## src/rtl/uart_tx_arbiter.sv

```systemverilog
// Round-robin sequencer that shares one UART transmitter between NREQ byte requesters.
// Optional macro UART_TX_ARB_PRIO_EN switches selection to fixed lowest-index priority.
module uart_tx_arbiter #(
  parameter int unsigned NREQ     = 4,
  parameter int unsigned BAUD_DIV = 16
) (
  input  logic              clk,
  input  logic              rst,
  input  logic [NREQ-1:0]   req,
  input  logic [8*NREQ-1:0] req_data,
  input  logic [NREQ-1:0]   req_odd,
  output logic [NREQ-1:0]   gnt,
  output logic [NREQ-1:0]   tx_done,
  output logic              busy,
  output logic              TBRE,
  output logic              ld_tbr,
  output logic [7:0]        datain,
  output logic              PRT,
  output logic              TxEn,
  input  logic              setTBRE,
  input  logic              setTC
);

  localparam int unsigned IdW  = (NREQ > 1) ? $clog2(NREQ) : 1;
  localparam int unsigned CntW = (BAUD_DIV > 1) ? $clog2(BAUD_DIV) : 1;
  localparam logic [CntW-1:0] CntMax = CntW'(BAUD_DIV - 1);
  localparam logic [IdW-1:0]  IdMax  = IdW'(NREQ - 1);

  typedef enum logic [1:0] {
    StIdle,
    StLoad,
    StWaitStart,
    StWaitDone
  } state_e;

  state_e          state_q;
  logic            tbre_q;
  logic            prt_q;
  logic [7:0]      datain_q;
  logic [IdW-1:0]  rr_q;
  logic [IdW-1:0]  cur_id_q;
  logic [CntW-1:0] cnt_q;

  logic [7:0]      req_bytes [NREQ];
  logic [IdW-1:0]  pick;
  logic            pick_valid;
  logic            load_fire;
  logic [IdW-1:0]  rr_next;
  logic [CntW-1:0] cnt_inc;

  always_comb begin
    for (int i = 0; i < NREQ; i++) begin
      req_bytes[i] = req_data[8*i +: 8];
    end
  end

  // Scan downwards so the candidate closest to the search start wins.
  always_comb begin
    int unsigned idx;
    idx        = 0;
    pick       = '0;
    pick_valid = 1'b0;
    for (int k = NREQ - 1; k >= 0; k--) begin
`ifdef UART_TX_ARB_PRIO_EN
      idx = 32'(k);
`else
      idx = (32'(rr_q) + 32'(k)) % NREQ;
`endif
      if (req[idx[IdW-1:0]]) begin
        pick       = idx[IdW-1:0];
        pick_valid = 1'b1;
      end
    end
  end

`ifdef UART_TX_ARB_PRIO_EN
  // The pointer keeps advancing in priority mode but nothing reads it.
  logic unused_rr;
  assign unused_rr = ^rr_q;
`endif

  assign load_fire = (state_q == StLoad) && req[cur_id_q];
  assign rr_next   = (cur_id_q == IdMax) ? '0 : cur_id_q + 1'b1;
  assign cnt_inc   = (cnt_q == CntMax) ? '0 : cnt_q + 1'b1;

  always_ff @(posedge clk or negedge rst) begin
    if (!rst) begin
      state_q  <= StIdle;
      tbre_q   <= 1'b1;
      prt_q    <= 1'b0;
      datain_q <= 8'h00;
      rr_q     <= '0;
      cur_id_q <= '0;
      cnt_q    <= '0;
    end else begin
      // A load in the same cycle as setTBRE leaves the buffer full.
      if (load_fire) begin
        tbre_q <= 1'b0;
      end else if (setTBRE) begin
        tbre_q <= 1'b1;
      end

      unique case (state_q)
        StIdle: begin
          cnt_q <= '0;
          if (tbre_q && pick_valid) begin
            cur_id_q <= pick;
            datain_q <= req_bytes[pick];
            prt_q    <= req_odd[pick];
            state_q  <= StLoad;
          end
        end
        StLoad: begin
          cnt_q   <= '0;
          state_q <= load_fire ? StWaitStart : StIdle;
        end
        StWaitStart: begin
          cnt_q <= cnt_inc;
          if (setTBRE) begin
            state_q <= StWaitDone;
          end
        end
        StWaitDone: begin
          if (setTC) begin
            cnt_q   <= '0;
            rr_q    <= rr_next;
            state_q <= StIdle;
          end else begin
            cnt_q <= cnt_inc;
          end
        end
        default: state_q <= StIdle;
      endcase
    end
  end

  always_comb begin
    gnt               = '0;
    tx_done           = '0;
    gnt[cur_id_q]     = load_fire;
    tx_done[cur_id_q] = (state_q == StWaitDone) && setTC;
  end

  assign ld_tbr = load_fire;
  assign busy   = (state_q != StIdle);
  assign TBRE   = tbre_q;
  assign datain = datain_q;
  assign PRT    = prt_q;
  assign TxEn   = (cnt_q == CntMax);

endmodule

```

## config.mk

```make
export PLATFORM = sky130hd
export DESIGN_NAME = uart_tx_arbiter
export DESIGN_NICKNAME = d
export VERILOG_FILES = /design/src/rtl/uart_tx_arbiter.sv
export SDC_FILE = /design/constraint.sdc
export NUM_CORES = 1
export LEC_CHECK = 0
export BUFFER_PORTS_ARGS = -buffer_cell sky130_fd_sc_hd__buf_2
export CELL_PAD_IN_SITES_DETAIL_PLACEMENT = 1
export CELL_PAD_IN_SITES_GLOBAL_PLACEMENT = 2
export CORE_UTILIZATION = 26
export DETAILED_ROUTE_END_ITERATION = 6
export MAX_ROUTING_LAYER = met4
export PLACE_DENSITY_LB_ADDON = 0.1
export SLEW_MARGIN = 15
export SYNTH_ARGS = -nofsm -noshare
export SYNTH_HDL_FRONTEND = slang
export SYNTH_SLANG_ARGS = --single-unit
```

## constraint.sdc

```tcl
create_clock -name clk -period 2.1 [get_ports clk]
set_input_delay 0.21 -clock clk [delete_from_list [all_inputs] [get_ports clk]]
set_output_delay 0.21 -clock clk [all_outputs]
set_load 0.1 [all_outputs]
```

### Yosys cells after proc, flatten, opt, wreduce, memory -nomap -nowiden

Index checks and enable logic that the tools add are counted.

* bits in registers: 20
* input bits: 44
* output and inout port bits: 21
* word-level logic and storage cells: 78

* add/sub/neg operators: 5
* $lt $le $gt $ge: 8
* eq/ne operators: 8
* multiplexer cells: 36
* bitwise gates (word level): 3
* reductions and logical operators: 11

Operators with widths (count)
* $lt A2 B3 Y1 const B: 6
* $mux W2: 9
* $bmux W8 S2: 1
* $mux W8: 2
* $mux W1: 13
* $bmux W1 S2: 6
* $pmux W4 S3: 1
* $and A4 B4 Y4: 2
* $mux W4: 2
* $pmux W2 S4: 1
* $eq A2 B2 Y1 const B: 3
* $ne A2 B2 Y1 const B: 3
* $add A2 B1 Y2 const B: 2
* $add A2 B2 Y2 const B: 2
* $add A4 B1 Y4 const B: 1
* $eq A4 B4 Y1 const B: 1
* $logic_and A1 B1 Y1: 4
* $reduce_and A2 Y1: 2
* $reduce_bool A2 Y1: 2
* $ge A3 B3 Y1 const B: 1
* $not A2 Y3: 1
* $reduce_and A3 Y1: 1
* $demux W1 S2: 1
* $eq A2 B1 Y1 const B: 1
* other kinds (3): 3

### Longest topological paths before layout

Gate-level depths: netlist of the first run.

* depth after elaboration: 11
* mapped depth: 7
* mapped depth without buffers: 5

### Worst setup path before layout of the first run

OpenSTA, ideal clock, no wires.

* path type: flip-flop to output port
* start point: register cur_id_q[0]
* end point: output gnt[0]
* data arrival time: 3719 ps
* data required time: 1890 ps
* slack: -1829 ps
* cell stages (with the launch flop): 5
* buffers on the path: 0
* cell sequence: dfrtp_1 -> nor2b_1 -> a211oi_1 -> a2111oi_2 -> and2_1

* elaborated cells between the ends (all ways): 9
* those cells by class: order compare (2); mux (4); bitwise (1); reduce/logical (2)

RTL lines
* from (decl): line 41 `logic [IdW-1:0] cur_id_q;`
* from (signal assigned): line 107 `cur_id_q <= pick;`
* $bmux W1 S2: line 82 `assign load_fire = (state_q == StLoad) && req[cur_id_q];`
* $mux W1 (not written as such): line 82
* $logic_and A1 B1 Y1: line 82
* named net ld_tbr: line 16 `output logic ld_tbr,`
* $and A4 B4 Y4 (no line)
* to (decl): line 12 `output logic [NREQ-1:0] gnt,`

The timed path passes the listed nets, and every way through them passes these cells. The select of a mux whose other input is x is not followed.

### Worst setup path after layout of the first run

* start point: register cur_id_q[0]
* end point: output gnt[3]

* word-level cells in the longest chain between the ends: 5
* elaborated cells between the ends (all ways): 9
* those cells by class: order compare (2); mux (4); bitwise (1); reduce/logical (2)

Ends and longest elaborated chain
* $lt A2 B3 Y1 (not written as such) or $ge A2 B1 Y1 (tied branches): line 140 `gnt[cur_id_q] = load_fire;`
* $logic_and A1 B1 Y1 (not written as such): line 140
* $mux W1 (not written as such): line 140
* $demux W1 S2: line 140
* $and A4 B4 Y4 (no line) (*)

Mark *: on every way between the ends. The rest lies on a longest branch, timed or not. The select of a mux whose other input is x is not followed.

==> results of run 1 <==
==> worst min path at each step <==
| stage | from | to | cells after the start |
|---|---|---|---|
| floorplan | rst | PRT | 0 |
| global placement | rst | rr_q[0] | 1 |
| detailed placement | rst | rr_q[0] | 1 |
| CTS | setTBRE | TBRE | 3 |
| global route | setTBRE | TBRE | 3 |
| finish | setTBRE | TBRE | 3 |
==> per-layer routing <==
layer,vias up,global-route usage (%),part of all wire (%)
li1,686,-,-
met2,42,29.37,50
met3,4,2.778,4.1
met5,-,-,0
met4,0,5.556,0.72
met1,686,20.54,45
==> per-stage QoR <==
step	instances	instance area (um^2)
after floorplan	146	1426
after global placement	283	1931
after detailed placement	283	1931
after CTS	288	2012
after global routing	288	2012
final	288	2012
==> power by group <==
part	internal (mW)	total (mW)	switching [mW]	leakage [nW]
combinational	0.631	2.18	1.55	0.694
sequential	0.564	0.726	0.163	0.247
clock	0.255	0.398	0.143	0.0357
total	1.45	3.31	1.86	0.977
==> sequential cells by signal, indices dropped and copies added, names as in the netlist, named ones only <==
register,flops
datain,8
cnt_q,4
cur_id_q,2
rr_q,2
PRT,1
TBRE,1
state_q,1
==> cell families after synthesis <==
logic type,Yosys count,share of synthesized area (%)
AO/OA/AOI/OAI,40,21.87
XOR/XNOR,1,0.6223
adder cells (fa/ha/maj),5,4.444
buffers and inverters,12,4.355
flip-flops,20,35.65
multiplexers,13,9.511
AND/OR/NAND/NOR,55,23.56
==> layout make-up <==
type,count,area [um^2]
clock buffer,3,41.29
clock inverter,1,30.03
fill,618,3161
inverter,8,30.03
multi-input combinational,114,862.1
sequential,20,503.0
tap,70,87.58
timing repair buffer,72,457.9
==> worst register-to-register path, cell delays in order (launching register included) <==
cell,delay [ns]
dfrtp_1,0.45
nor2b_1,0.18
o21a_1,0.32
nor3_4,0.23
buf_4,0.21
mux2i_1,0.25
o211ai_1,0.10
==> placed cells by master, fill, tap and decap left out, types with 3 or more instances in the layout <==
master    count
o211ai_1      8
buf_12        5
and2_1        4
inv_1         7
and4_1        8
o21ai_0       8
ha_1          5
mux2_2        3
and2_2        4
nor2_1        8
mux2i_1      10
buf_2        59
o21ai_1       3
and3_1        3
nand2_1      14
buf_4         7
a211oi_1      3
dfrtp_1      18
o31a_1        8
nand2b_1      3
clkbuf_8      3
==> repair_timing <==
item / 4_1_cts / 5_1_grt
hold buffers: 1 / 0
endpoints found under the setup margin: 0 / 4
resized for setup: 0 / 0
endpoints found under the hold margin: 19 / 0
==> flow_metrics.py, run 1 <==
metrics = {
    "run_status": {
        "run_status": "finished clean",
    },
    "worst_setup_path": {
        "crit_buf_inv": 1,
        "r2r_start": "rr_q[1]",
        "cp_num_cells": 5,
        "required_ns": 1.89,
        "worstPathCellList": "nor2b_1 > a211oi_1 > a2111oi_4 > and2_2 > buf_12",
        "cp_data_arrival_time_ns": 1.74,
        "r2r_slack_ns": 0.24,
        "critical_path.slowest_cell": "dfrtp_2",
        "critPathKind": "register to output pin",
        "cpLargestDelayFamily": "flip-flops",
        "end_kind": "output pin",
        "r2r_end": "datain[6]",
        "start_kind": "register",
        "worst_r2r_path_depth": 6,
        "max_stage_delay_ns": 0.48,
        "cp-startpoint": "cur_id_q[0]",
        "cp_max_fo": 8,
        "endpoint": "gnt[3]",
    },
    "timing": {
        "finalWorstSetupSlack_ns": 0.1546,
        "max_slew_margin_pct": 54.22,
        "hold_viol": 0,
        "drv_slew": 0,
        "worst_pin_slew_ns": 0.6821,
        "hold_ws_ns": 0.1853,
        "finalSetupViolations": 0,
        "rsz0062_at_grt": "false",
        "period_needed_ns": 1.945,
        "max_freq_ghz": 0.5140,
        "finClkSkew_ns": 0.0008721,
        "setup_tns_ns": 0,
        "fin_crit_sh_pct": 92.64,
    },
    "global_routing": {
        "overflow": 0,
        "grt_max_degree": 21,
        "grt_pass1_wl_mm": 7.031,
        "grt_pass1_vias": 1487,
        "track_usage_pct": 17.14,
        "antenna_found_initial": 0,
    },
    "synth": {
        "netlist_instances": 146,
        "synth_area_per_cell_um2": 9.641,
        "synth_flop_cell": "dfrtp_1",
        "yosysTopAreaCell": "dfrtp_1",
        "async_reset_ff_share_pct": 100.0,
        "synth-edff-count": 0,
        "yosysMostFrequentCell": "dfrtp_1",
        "ys_seq_area_share_pct": 35.64,
        "yosysUniqueCellTypes": 40,
        "syn-num-nets": 195,
        "ys_warn_count": 0,
        "synth-seq-cells": 20,
        "netlist_area_um2": 1408,
        "synthTopCellsByCount": "19 x dfrtp_1, 14 x nand2_1, 10 x mux2i_1",
        "synth_area_leaders": "dfrtp_1 34%, mux2i_1 7.1%, and4_1 5.0%",
        "yosysTopAreaCellShare_pct": 33.78,
    },
    "pwr": {
        "power_density_nw_per_um2": 1644,
        "ir_drop_uv": 737.9,
        "power_leakage_nw": 0.9771,
        "p_total_mw": 3.309,
    },
    "die": {
        "fp.coreArea_um2": 5172,
        "die_h_um": 75.58,
        "pin_count": 65,
        "dieArea_um2": 5712,
        "rows": 26,
        "start_util_pct": 27.21,
        "die_w_um": 75.58,
    },
    "route": {
        "drc": 0,
        "viasPerCell": 4.924,
        "wl_per_cell_um": 15.02,
        "ant_nets": 0,
        "dr.pass1.iters": 4,
        "drt_iter0_drc": 35,
        "routed_wl_mm": 4.327,
        "dr_total_vias": 1418,
    },
    "placed_design": {
        "portBuffers": 64,
        "place_congestion": 0.7726,
        "pre_cts_slack_ns": 0.2256,
        "post-dp-hpwl_mm": 3.451,
    },
    "final_layout": {
        "antennaDiodeCount": 0,
        "drive_gt1_share_pct": 42.66,
        "fin_nets": 268,
        "synthToLayoutAreaGrowth_pct": 42.93,
        "post-route-util_pct": 38.90,
    },
    "clocking": {
        "clkLatencyLatePin_ns": 0.26,
        "cts_buffers": 3,
        "cts_tree": "built",
        "cts.sinks": 20,
        "post_cts_buffers": 0,
        "clock_tree.buffer_depth": 2,
        "clk_pin_slew_ns": 0.08,
        "htreeDepth": 1,
        "root_buffer": "clkbuf_8",
    },
    "run": {
        "maxCapViolations": 0,
    },
    "hold_path": {
        "worstHoldPathType": "input port to register",
    },
}
Note: power is estimated with default switching activity, not from simulation.
==> run 2, diff against run 1 <==
--- a/config.mk
+++ b/config.mk
@@ -7,2 +7,3 @@
 export LEC_CHECK = 0
+export ABC_AREA = 1
 export BUFFER_PORTS_ARGS = -buffer_cell sky130_fd_sc_hd__buf_2
@@ -10,3 +11,3 @@
 export CELL_PAD_IN_SITES_GLOBAL_PLACEMENT = 2
-export CORE_UTILIZATION = 26
+export CORE_UTILIZATION = 24
 export DETAILED_ROUTE_END_ITERATION = 6
==> constraint.sdc (replaced) <==
create_clock -name clk -period 2.1 [get_ports clk]
set_input_delay 0.42 -clock clk [delete_from_list [all_inputs] [get_ports clk]]
set_output_delay 0.42 -clock clk [all_outputs]
set_load 0.1 [all_outputs]
==> run 2 against run 1 <==
Compared with the run above:
- the run now ends with setup timing left
- non-clock buffer count increased by 11
- design area increased by 15%
- die area increased by 16%
- worst hold slack got worse by 0.079 ns
- critical path depth increased by 1
- fmax decreased by 11%
- global-route usage decreased by 2.3 points
- critical path type unchanged
==> flow_metrics.py, run 2 <==
metrics = {
    "run_status": {
        "run_status": "finished, violations left",
        "violations": "setup timing",
    },
    "timing": {
        "finClkSkew_ns": 0.003344,
        "max_freq_ghz": 0.4591,
        "drv_slew": 0,
        "worst_pin_slew_ns": 0.5059,
        "hold_ws_ns": 0.1062,
        "max_slew_margin_pct": 66.50,
        "fin_crit_sh_pct": 103.7,
        "period_needed_ns": 2.178,
        "finalWorstSetupSlack_ns": -0.07824,
        "rsz0062_at_grt": "true",
        "hold_viol": 0,
        "finalSetupViolations": 4,
    },
    "final_layout": {
        "final_common_cell": "nand2_1",
        "largest_reg_flops": 8,
        "synthToLayoutAreaGrowth_pct": 53.10,
        "final_cell_mix": "73 x nand2_1, 55 x buf_2, 42 x inv_1",
        "antennaDiodeCount": 0,
        "fin_nets": 370,
        "drive_gt1_share_pct": 38.44,
    },
    "synth": {
        "netlist_instances": 237,
        "netlist_area_um2": 1513,
        "async_reset_ff_share_pct": 100.0,
        "synth_flop_cell": "dfrtp_1",
        "ys_warn_count": 0,
        "yosysMostFrequentCell": "nand2_1",
        "syn-num-nets": 286,
        "synthTopCellsByCount": "76 x nand2_1, 45 x inv_1, 29 x nand3_1",
        "synth_area_per_cell_um2": 6.383,
        "synth-seq-cells": 20,
        "ys_seq_area_share_pct": 33.17,
        "yosysUniqueCellTypes": 25,
        "synth-edff-count": 0,
        "yosysTopAreaCell": "dfrtp_1",
        "yosysTopAreaCellShare_pct": 31.43,
        "synth_area_leaders": "dfrtp_1 31%, nand2_1 19%, inv_1 11%",
    },
    "die": {
        "die_w_um": 81.39,
        "dieArea_um2": 6624,
        "rows": 28,
        "pin_count": 65,
        "fp.coreArea_um2": 5991,
        "die_h_um": 81.39,
        "start_util_pct": 25.25,
    },
    "global_routing": {
        "grt_max_degree": 21,
        "overflow": 0,
        "antenna_found_initial": 0,
        "grt_pass1_vias": 1552,
        "track_usage_pct": 14.85,
        "grt_pass1_wl_mm": 7.396,
    },
    "clocking": {
        "clock_tree.buffer_depth": 2,
        "clk_pin_slew_ns": 0.08,
        "cts_buffers": 3,
        "cts_tree": "built",
        "root_buffer": "clkbuf_8",
        "htreeDepth": 1,
        "clkLatencyLatePin_ns": 0.26,
        "postCtsHoldBufs": 0,
        "cts.sinks": 20,
    },
    "worst_setup_path": {
        "critPathKind": "register to output pin",
        "cp-startpoint": "cur_id_q[0]",
        "r2r_start": "rr_q[0]",
        "end_kind": "output pin",
        "cp_data_arrival_time_ns": 1.76,
        "start_kind": "register",
        "cp_max_fo": 5,
        "required_ns": 1.68,
    },
    "route": {
        "dr_total_vias": 1661,
        "viasPerCell": 4.205,
        "ant_nets": 0,
        "drt_iter0_drc": 67,
        "maxUsedRoutingLayer": "met4",
        "dr.pass1.iters": 4,
        "wl_per_cell_um": 11.34,
        "drc": 0,
        "wl_met1_mm": 2.224,
        "wl_met2_mm": 2.018,
        "wl_met3_um": 224,
        "routed_wl_mm": 4.481,
    },
    "run": {
        "maxCapViolations": 0,
    },
    "placed_design": {
        "portBuffers": 64,
        "place_congestion": 0.7497,
        "post-dp-hpwl_mm": 3.684,
    },
    "hold_path": {
        "worstHoldPathType": "input port to async pin",
    },
}
-- run 2: cell types whose count changed after synthesis, sizes merged, moves of 8 or more --
cell | before | now
nand2 | 14 | 82
inv | 8 | 48
nand3 | 1 | 31
nor2 | 9 | 20
mux2i | 10 | 0
and2 | 8 | 0
and4 | 8 | 0
o31a | 8 | 0
-- run 2: logic make-up after synthesis --
| logic type | Yosys count | synth area share (%) |
|---|---|---|
| and+or+nand+nor | 138 | 39.70 |
| buffers and inverters | 52 | 13.90 |
| AOI/OAI and AO/OA | 21 | 8.519 |
| DFF | 20 | 33.17 |
| adders and majority gates | 5 | 4.136 |
| xor gates and xnor gates | 1 | 0.5791 |
-- run 2: critical path: stages, from the launching register on --
cell	delay, ns
dfrtp_2	0.45
o21ai_2	0.15
nand3_2	0.10
a31oi_4	0.19
clkinvlp_4	0.24
nor2_4	0.18
buf_12	0.18
-- run 2: path summary, 6_finish.rpt --
check	end	slack (ns)	cells after the start
hold / removal	cnt_q[2]	0.11	1
max in group asynchronous	rr_q[0]	1.65	1
hold reg to reg	cnt_q[0]	0.49	1
setup reg to reg	datain[2]	0.19	13
min in group clk	TBRE	0.41	3
setup / recovery	gnt[2]	-0.08	6
-- run 2: per-stage QoR --
stage / setup TNS [ns] / cells / util, % / setup slack (ns) / cell area, um^2
6_report: -0.2779 / 395 / 38.66 / -0.07824 / 2316
5_1_grt: -0.6028 / 395 / 38.66 / -0.1609 / 2316
4_1_cts: -0.4759 / 390 / 37.45 / -0.1308 / 2243
3_5_place_dp: 0 / 384 / 36.38 / 0.009006 / 2180
3_3_place_gp: 0 / 384 / 36.38 / 0.1124 / 2180
2_1_floorplan: -2.311 / 237 / - / -0.5776 / 1570
-- run 2: final cells by class --
class	instances	area, um^2
fillers	783	3675
multi-input cells	165	885.9
repair buffers	83	598.1
flip-flops and latches	20	504.2
inverters	48	188.9
well taps	75	93.84
clock buffers	4	45.04
-- run 2: timing repair --
| item | CTS | global route |
|---|---|---|
| resized for setup | 2 | 16 |
| endpoints found under the setup margin | 4 | 13 |
| hold endpoints to repair | 0 | 0 |
| buffers inserted | 2 | 5 |
| pin swaps | 1 | 6 |
-- run 2: routing by layer --
metal  up-vias  track usage, %
met2        44           22.75
met4         0           2.679
li1        894               -
met5         -               -
met1       721           20.50
met3         2           2.472
Power of run 2 is left out: the tool's default activity adds up to more than one toggle a clock period on the data nets, which glitch-free logic cannot reach.
==> run 3, diff against run 2 <==
- CORE_UTILIZATION: 24 -> 25
- clock period: 2.1 -> 2.55 ns (I/O delays scaled with it)
==> run 3 against run 2 <==
Compared with the run above:
- the run now ends clean
- critical path depth is 1 lower
- clock skew up 0.00065 ns
- first-iteration DRC count is 75% lower
- cell count down 5.3%
- critical path type unchanged
==> flow_metrics.py, run 3 (synthesis gave the netlist of run 2 again) <==
metrics = {
    "run_status": {
        "run_status": "finished clean",
    },
    "global_routing": {
        "track_usage_pct": 14.60,
        "antenna_found_initial": 0,
        "overflow": 0,
        "grt_pass1_vias": 1573,
        "grt_pass1_wl_mm": 7.210,
        "grt_max_degree": 32,
    },
    "worst_setup_path": {
        "start_kind": "register",
        "max_stage_delay_ns": 0.45,
        "worst_r2r_path_depth": 13,
        "r2r_slack_ns": 0.33,
        "cp_data_arrival_time_ns": 1.78,
        "critical_path.slowest_cell": "dfrtp_1",
        "r2r_end": "datain[2]",
        "required_ns": 2.04,
        "critPathKind": "register to output pin",
        "worstPathCellList": "nand2_1 > nor2_1 > inv_1 > nor2_2 > buf_2",
        "r2r_start": "rr_q[0]",
        "end_kind": "output pin",
        "cp_max_fo": 6,
    },
    "timing": {
        "hold_ws_ns": 0.1940,
        "max_freq_ghz": 0.4367,
        "period_needed_ns": 2.290,
        "max_slew_margin_pct": 67.05,
        "rsz0062_at_grt": "false",
        "finalWorstSetupSlack_ns": 0.2600,
        "fin_crit_sh_pct": 89.81,
        "setup_tns_ns": 0,
        "worst_pin_slew_ns": 0.4925,
        "finalSetupViolations": 0,
        "finClkSkew_ns": 0.003998,
        "hold_viol": 0,
        "drv_slew": 0,
    },
    "hold_path": {
        "worstHoldPathType": "input port to async pin",
    },
    "route": {
        "drc": 0,
        "wl_per_cell_um": 11.42,
        "ant_nets": 0,
        "drt_iter0_drc": 17,
        "routed_wl_mm": 4.271,
        "dr_total_vias": 1623,
        "viasPerCell": 4.340,
        "dr.pass1.iters": 4,
    },
    "clocking": {
        "htreeDepth": 1,
        "root_buffer": "clkbuf_8",
        "cts_resized": 0,
        "cts_tree": "built",
        "clkLatencyLatePin_ns": 0.26,
        "cts.sinks": 20,
        "post_cts_buffers": 0,
        "clk_pin_slew_ns": 0.07,
        "postCtsHoldBufs": 0,
        "cts_buffers": 3,
        "clock_tree.buffer_depth": 2,
    },
    "run": {
        "maxCapViolations": 0,
    },
    "final_layout": {
        "synthToLayoutAreaGrowth_pct": 36.89,
        "antennaDiodeCount": 0,
        "nFillCells": 764,
        "drive_gt1_share_pct": 30.79,
        "final_cell_mix": "76 x nand2_1, 60 x buf_2, 45 x inv_1",
        "fin_nets": 352,
        "final_common_cell": "nand2_1",
        "largest_reg_flops": 8,
    },
    "placed_design": {
        "pre_cts_slack_ns": 0.3049,
        "post-dp-hpwl_mm": 3.526,
        "place_congestion": 0.7682,
        "portBuffers": 64,
    },
    "die": {
        "rows": 27,
        "pin_count": 65,
        "die_w_um": 79.79,
        "die_h_um": 79.79,
        "fp.coreArea_um2": 5675,
        "dieArea_um2": 6366,
        "start_util_pct": 26.65,
    },
}
## run 3: changes by cell type in the layout (fill, tap and decap cells not counted), sizes merged
cell,previous run,this run
clkinv,1,0
inv,46,48
buf,83,65
clkinvlp,1,0
## run 3: per-layer routing
metal,global-route usage [%],share of wire [%],vias to the layer above
li1,-,-,854
met1,19.36,49,729
met2,24.02,47,36
met3,2.171,4.4,4
met4,2.143,0.49,0
met5,-,0,-
## run 3: area by class of cell
class,instances,area (um^2),share of cell area [%]
Clock buffer,4,55.05,2.659
Timing Repair Buffer,65,387.9,18.73
Inverter,48,180.2,8.701
Multi-Input combinational cell,165,855.8,41.33
Sequential cell,20,501.7,24.23
Tap cell,72,90.09,4.350
## run 3: through the flow
step / instances / cell area, um^2 / util, %
global placement: 370 / 2016 / 35.52
detailed placement: 370 / 2016 / 35.52
CTS: 374 / 2071 / 36.49
floorplan: 237 / 1568 / -
finish: 374 / 2071 / 36.49
global route: 374 / 2071 / 36.49
## run 3: worst max-delay path: cells and delay by family, from the launching register on
kind | cells | cell delay (ns)
flip-flops | 1 | 0.45
buffers and inverters | 2 | 0.62
AND/OR/NAND/NOR | 3 | 0.47
## run 3: how the worst max path moves through the flow
stage	to	cells after the start	slack, ns	from
6_report	tx_done[1]	5	0.26	state_q[0]
5_1_grt	datain[2]	13	0.07	rr_q[0]
4_1_cts	tx_done[1]	5	0.23	state_q[0]
3_5_place_dp	datain[2]	12	0.30	req[1]
3_3_place_gp	datain[2]	13	0.28	rr_q[0]
2_1_floorplan	gnt[0]	6	-0.31	req[0]
Power of run 3 is left out for the same reason.
